===== config.mk =====
export PLATFORM = sky130hd
export DESIGN_NAME = motor_ramp_ctrl
export DESIGN_NICKNAME = d
export VERILOG_FILES = /design/src/rtl/motor_pkg.sv /design/src/rtl/ramp_tick_gen.sv /design/src/rtl/motor_ramp_ctrl.sv
export SDC_FILE = /design/constraint.sdc
export NUM_CORES = 1
export LEC_CHECK = 0
export ABC_AREA = 0
export BUFFER_PORTS_ARGS = -buffer_cell sky130_fd_sc_hd__buf_4
export CORE_ASPECT_RATIO = 0.9
export CORE_MARGIN = 4
export CORE_UTILIZATION = 55
export DETAILED_ROUTE_END_ITERATION = 7
export PLACE_DENSITY = 0.76
export SLEW_MARGIN = 40
export SYNTH_ARGS = -nofsm -noshare
export SYNTH_HDL_FRONTEND = slang
export SYNTH_SLANG_ARGS = --single-unit

===== constraint.sdc =====
create_clock -name clk -period 4 [get_ports clk]
set_input_delay 0.2 -clock clk [delete_from_list [all_inputs] [get_ports clk]]
set_output_delay 0.2 -clock clk [all_outputs]
set_load 0.03 [all_outputs]

===== src/rtl/motor_pkg.sv =====
// Shared definitions for the motor PWM sequencer and the PWM generator.
package motor_pkg;

   localparam int unsigned DUTY_W = 4;

   typedef enum logic [1:0] {
      IDLE  = 2'd0,
      RAMP  = 2'd1,
      DEAD  = 2'd2,
      ESTOP = 2'd3
   } state_t;

endpackage


===== src/rtl/ramp_tick_gen.sv =====
// Clearable modulo-N tick counter; N is the step or dead-time length.
module ramp_tick_gen #(
   parameter int unsigned STEP_CYCLES = 4,
   parameter int unsigned DEAD_CYCLES = 8
) (
   input  logic clk,
   input  logic rst,
   input  logic clr,
   input  logic en,
   input  logic sel_dead,
   output logic tick
);

   localparam int unsigned N_MAX = (STEP_CYCLES > DEAD_CYCLES) ? STEP_CYCLES : DEAD_CYCLES;
   localparam int unsigned CW    = (N_MAX > 1) ? $clog2(N_MAX) : 1;
   localparam logic [CW-1:0] STEP_LAST = CW'(STEP_CYCLES - 1);
   localparam logic [CW-1:0] DEAD_LAST = CW'(DEAD_CYCLES - 1);

   logic [CW-1:0] cnt;
   logic [CW-1:0] last;

   assign last = sel_dead ? DEAD_LAST : STEP_LAST;
   assign tick = (cnt == last);

   // Clear has priority so every RAMP/DEAD entry starts a full period
   always_ff @(posedge clk or posedge rst) begin
      if (rst) begin
         cnt <= '0;
      end else if (clr) begin
         cnt <= '0;
      end else if (en) begin
         cnt <= tick ? '0 : cnt + CW'(1);
      end
   end

endmodule


===== src/rtl/motor_ramp_ctrl.sv =====
// Command sequencer for the motor PWM: slews duty one LSB per tick and
// inserts ramp-to-zero plus dead-time around every direction reversal.
module motor_ramp_ctrl
   import motor_pkg::*;
#(
   parameter int unsigned STEP_CYCLES = 4,
   parameter int unsigned DEAD_CYCLES = 8
) (
   input  logic              clk,
   input  logic              rst,
   input  logic              cmd_valid,
   output logic              cmd_ready,
   input  logic [DUTY_W-1:0] cmd_duty,
   input  logic              cmd_dir,
   input  logic              estop,
   output logic [DUTY_W-1:0] duty,
   output logic              dir,
   output logic              busy,
   output logic              at_target
);

   state_t            state, state_n;
   logic [DUTY_W-1:0] duty_n;
   logic              dir_n;
   logic [DUTY_W-1:0] tgt_duty, tgt_duty_n;
   logic              tgt_dir, tgt_dir_n;
   logic              rev_pend, rev_pend_n;
   logic [DUTY_W-1:0] goal;
   logic              accept_rev;
   logic              step_tick;
   logic              tick_clr;

   assign cmd_ready = (state == IDLE) & ~estop;
   assign busy      = (state == RAMP) | (state == DEAD);
   assign at_target = (state == IDLE);
   assign tick_clr  = (state_n != state);

   ramp_tick_gen #(
      .STEP_CYCLES (STEP_CYCLES),
      .DEAD_CYCLES (DEAD_CYCLES)
   ) u_tick (
      .clk      (clk),
      .rst      (rst),
      .clr      (tick_clr),
      .en       (busy),
      .sel_dead (state == DEAD),
      .tick     (step_tick)
   );

   // Next-state, duty slew and target bookkeeping
   always_comb begin
      state_n    = state;
      duty_n     = duty;
      dir_n      = dir;
      tgt_duty_n = tgt_duty;
      tgt_dir_n  = tgt_dir;
      rev_pend_n = rev_pend;
      accept_rev = 1'b0;
      goal       = rev_pend ? '0 : tgt_duty;

      if (estop) begin
         state_n    = ESTOP;
         duty_n     = '0;
         rev_pend_n = 1'b0;
         tgt_duty_n = '0;
      end else begin
         case (state)
            IDLE: begin
               if (cmd_valid) begin
                  accept_rev = (cmd_dir != dir);
                  tgt_duty_n = cmd_duty;
                  tgt_dir_n  = cmd_dir;
                  rev_pend_n = accept_rev;
                  if (accept_rev) begin
                     state_n = (duty != '0) ? RAMP : DEAD;
                  end else if (cmd_duty != duty) begin
                     state_n = RAMP;
                  end
               end
            end
            RAMP: begin
               if (step_tick) begin
                  if (duty < goal) begin
                     duty_n = duty + DUTY_W'(1);
                  end else if (duty > goal) begin
                     duty_n = duty - DUTY_W'(1);
                  end
                  if (duty_n == goal) begin
                     state_n = rev_pend ? DEAD : IDLE;
                  end
               end
            end
            DEAD: begin
               // Duty is already zero here, so flipping dir is safe
               if (step_tick) begin
                  dir_n      = tgt_dir;
                  rev_pend_n = 1'b0;
                  state_n    = (tgt_duty == '0) ? IDLE : RAMP;
               end
            end
            ESTOP: begin
               state_n = IDLE;
            end
            default: begin
               state_n = IDLE;
            end
         endcase
      end
   end

   always_ff @(posedge clk or posedge rst) begin
      if (rst) begin
         state    <= IDLE;
         duty     <= '0;
         dir      <= 1'b0;
         tgt_duty <= '0;
         tgt_dir  <= 1'b0;
         rev_pend <= 1'b0;
      end else begin
         state    <= state_n;
         duty     <= duty_n;
         dir      <= dir_n;
         tgt_duty <= tgt_duty_n;
         tgt_dir  <= tgt_dir_n;
         rev_pend <= rev_pend_n;
      end
   end

endmodule


==> run metrics <==
CTS tree done; Req. time, crit path between 4 and 5 ns; Die H 55.59 um; total negative setup slack 0 ns; Final Hold Viols 0; ys flop type dfrtp_1; first-pass GRT wire length about 6100 um; Pwr Density ~520 mW/mm2; Slew @ Worst Pin approximately 0.62 ns; crit path max fanout 6; Clock Path Buffers 2; Port-buffer cells 16; routing usage on met2 roughly 33%; CP arrival just under 3 ns; most used routing layer met1; CP Capture Type register; setup ws final about 1.3 ns; min cycle time layout between 2 and 3 ns; max-slew violation count 0; Unique masters post-synth 36; worst-skew pair later-pin latency slightly below 0.3 ns; antenna violations before repair 0; initial drt markers around 110; Remaining DRCs 0; vias in the first global route 1333; DP Worst Slack approximately 1.3 ns; RSZ-0062 raised after global routing no; max_cap viols 0; Core Footprint about 0.0023 mm2; Synth Cell Area roughly 0.0014 mm2; Tcrit/Tclk final 67.82%; dominant cell type by area after synthesis dfrtp_1; EDFF count, synth 0; DP Wirelength 2653 um; Synth area leaders dfrtp_1 29%, a21oi_1 9.0%, ha_1 9.0%, xnor2_1 6.3%, nand2_1 6.2%; Final Skew about 0.004 ns; total track usage between 20 and 25%; via/cell ratio 6.355; async set-reset flop share out of synthesis between 90% and 100%; worst rel slew slack between 50% and 60%; post-synthesis sequential area ratio roughly 29%; met3 Use GR 6.265%; Mapped Cells about 180; syn_area_per_cell 7.908 um2; Die X approximately 61 um; most frequent cell after synthesis a21oi_1; clock-pin slew on the worst setup and hold paths approximately 0.1 ns; Setup CP Type register to register; area share of the largest cell type after synthesis between 20% and 30%; Net Count, Synth between 150 and 200; DR vias around 1400; clock net sink count 16; Post-DRT Antenna Nets 0; P_leak 0.6655 nW; TritonRoute pass-1 iters 5; highest clock rate between 300 and 400 MHz; Initial Utilization roughly three fifths; Die Area between 0.003 and 0.004 mm2; Ports 17; Rows 16; CTS Buf Count 3; routed wire length approximately 3500 um; outcome complete, no violations; Setup violations, final 0; CTS resizes 0; H-tree depth 1; Synth Register Bits 16; Layout area overhead 11.57%; Worst path max stage delay 0.45 ns; CP Launch Type register; most common library cells after synthesis 25 x a21oi_1, 23 x nand2_1, 16 x dfrtp_1; GR Util met1 about a third; Layout Nets 210; Critical Path Slowest Stage Cell dfrtp_1; largest net degree at the start of global routing 17; layout cells sized above 1 15.79%; WL per Instance 15.94 um; clock root buffer clkbuf_4; routability cong. between 0.9 and 1; grt ovf 0; HP Class input pin to register; Max VDD drop between 400 and 500 uV; synth warn 0; diode count 0; Cell Chain, Critical Path nand2b_1, ha_1, nand4_1, a31oi_2, xnor2_1, a211oi_1, nand4_2, or3_1, a31oi_1
## through the flow
step           std cells  power, mW  hold WS [ns]  cell area, um2  utilization, %
2_1_floorplan        175     0.5804        0.1137            1384               -
3_3_place_gp         212     0.6733        0.3133            1498           65.63
3_5_place_dp         212     0.6836        0.3208            1498           65.63
4_1_cts              217     0.7972        0.1481            1544           67.65
5_1_grt              217     0.8704        0.1387            1544           67.65
6_report             217     0.8062        0.1485            1544           67.65
## path summary, 6_finish.rpt
path	startpoint	to	slack, ns	cells past startpoint
max in group asynchronous	rst	duty[0]	3.07	3
min reg2reg	tgt_dir	tgt_dir	0.53	1
min in group asynchronous	rst	u_tick.cnt[2]	0.53	3
min	cmd_dir	tgt_dir	0.15	2
max reg2reg	rev_pend	state[1]	1.29	9
max	rev_pend	state[1]	1.29	9
## what timing repair did
item / 4_1_cts / 5_1_grt
setup buffers: 0 / 0
endpoints found under the hold margin: 16 / 0
hold buffers: 1 / 0
## sequential cells by signal, summed over array words and instances, names as in the netlist
| register | count |
|---|---|
| state | 2 |
| rev_pend | 1 |
| duty | 4 |
| dir | 1 |
| u_tick.cnt | 3 |
| tgt_dir | 1 |
| tgt_duty | 4 |
## routing by layer
| layer | up-vias | share of wire (%) |
|---|---|---|
| met4 | 0 | 1.4 |
| met5 | - | 0 |
| met3 | 14 | 9.7 |
| met2 | 75 | 44 |
| li1 | 661 | - |
| met1 | 629 | 45 |
## cell usage in the layout (no fill, tap or decap), types with 3 or more instances in the layout
cell type / synthesis / routed
a21oi_1: 25 / 25
a31oi_1: 3 / 3
buf_4: 0 / 16
clkbuf_4: 0 / 3
dfrtp_1: 16 / 16
ha_1: 10 / 10
inv_1: 11 / 11
mux2_2: 3 / 3
nand2_1: 23 / 23
nand2b_1: 4 / 4
nand3_1: 11 / 11
nand4_1: 3 / 3
nor2_1: 8 / 8
o21ai_0: 13 / 13
or3_1: 4 / 4
xnor2_1: 10 / 10
## critical path, delay by kind of cell (launching register included)
kind | cells | cell delay (ns)
simple gates | 4 | 0.98
fa+ha+maj | 1 | 0.35
compound gates | 3 | 0.75
flops | 1 | 0.45
xor+xnor | 1 | 0.12
## cells by family (layout without fill, tap and decap cells)
group | Yosys count | after routing | share of synthesized area, %
DFF | 16 | 16 | 28.93
adders and majority gates | 10 | 10 | 9.042
muxes | 5 | 5 | 3.888
buffers and inverters | 17 | 32 | 5.876
and+or+nand+nor | 64 | 64 | 23.60
xor gates and xnor gates | 12 | 12 | 7.595
AOI/OAI and AO/OA | 51 | 51 | 21.07
## report_power, final
part | leakage [nW] | switching, mW | internal [mW] | total, mW
clock network | 0.0210 | 0.0571 | 0.0555 | 0.113
registers | 0.214 | 0.0339 | 0.191 | 0.225
logic | 0.431 | 0.287 | 0.182 | 0.469
total | 0.665 | 0.378 | 0.429 | 0.806
## layout make-up
type | count | area (um2)
multi-input cells | 142 | 902.1
fillers | 192 | 738.2
flip-flops and latches | 16 | 400.4
repair buffers | 17 | 130.1
inverters | 11 | 41.29
clock buffers | 4 | 36.28
well taps | 27 | 33.78
Power figures use the tool's default switching activity.
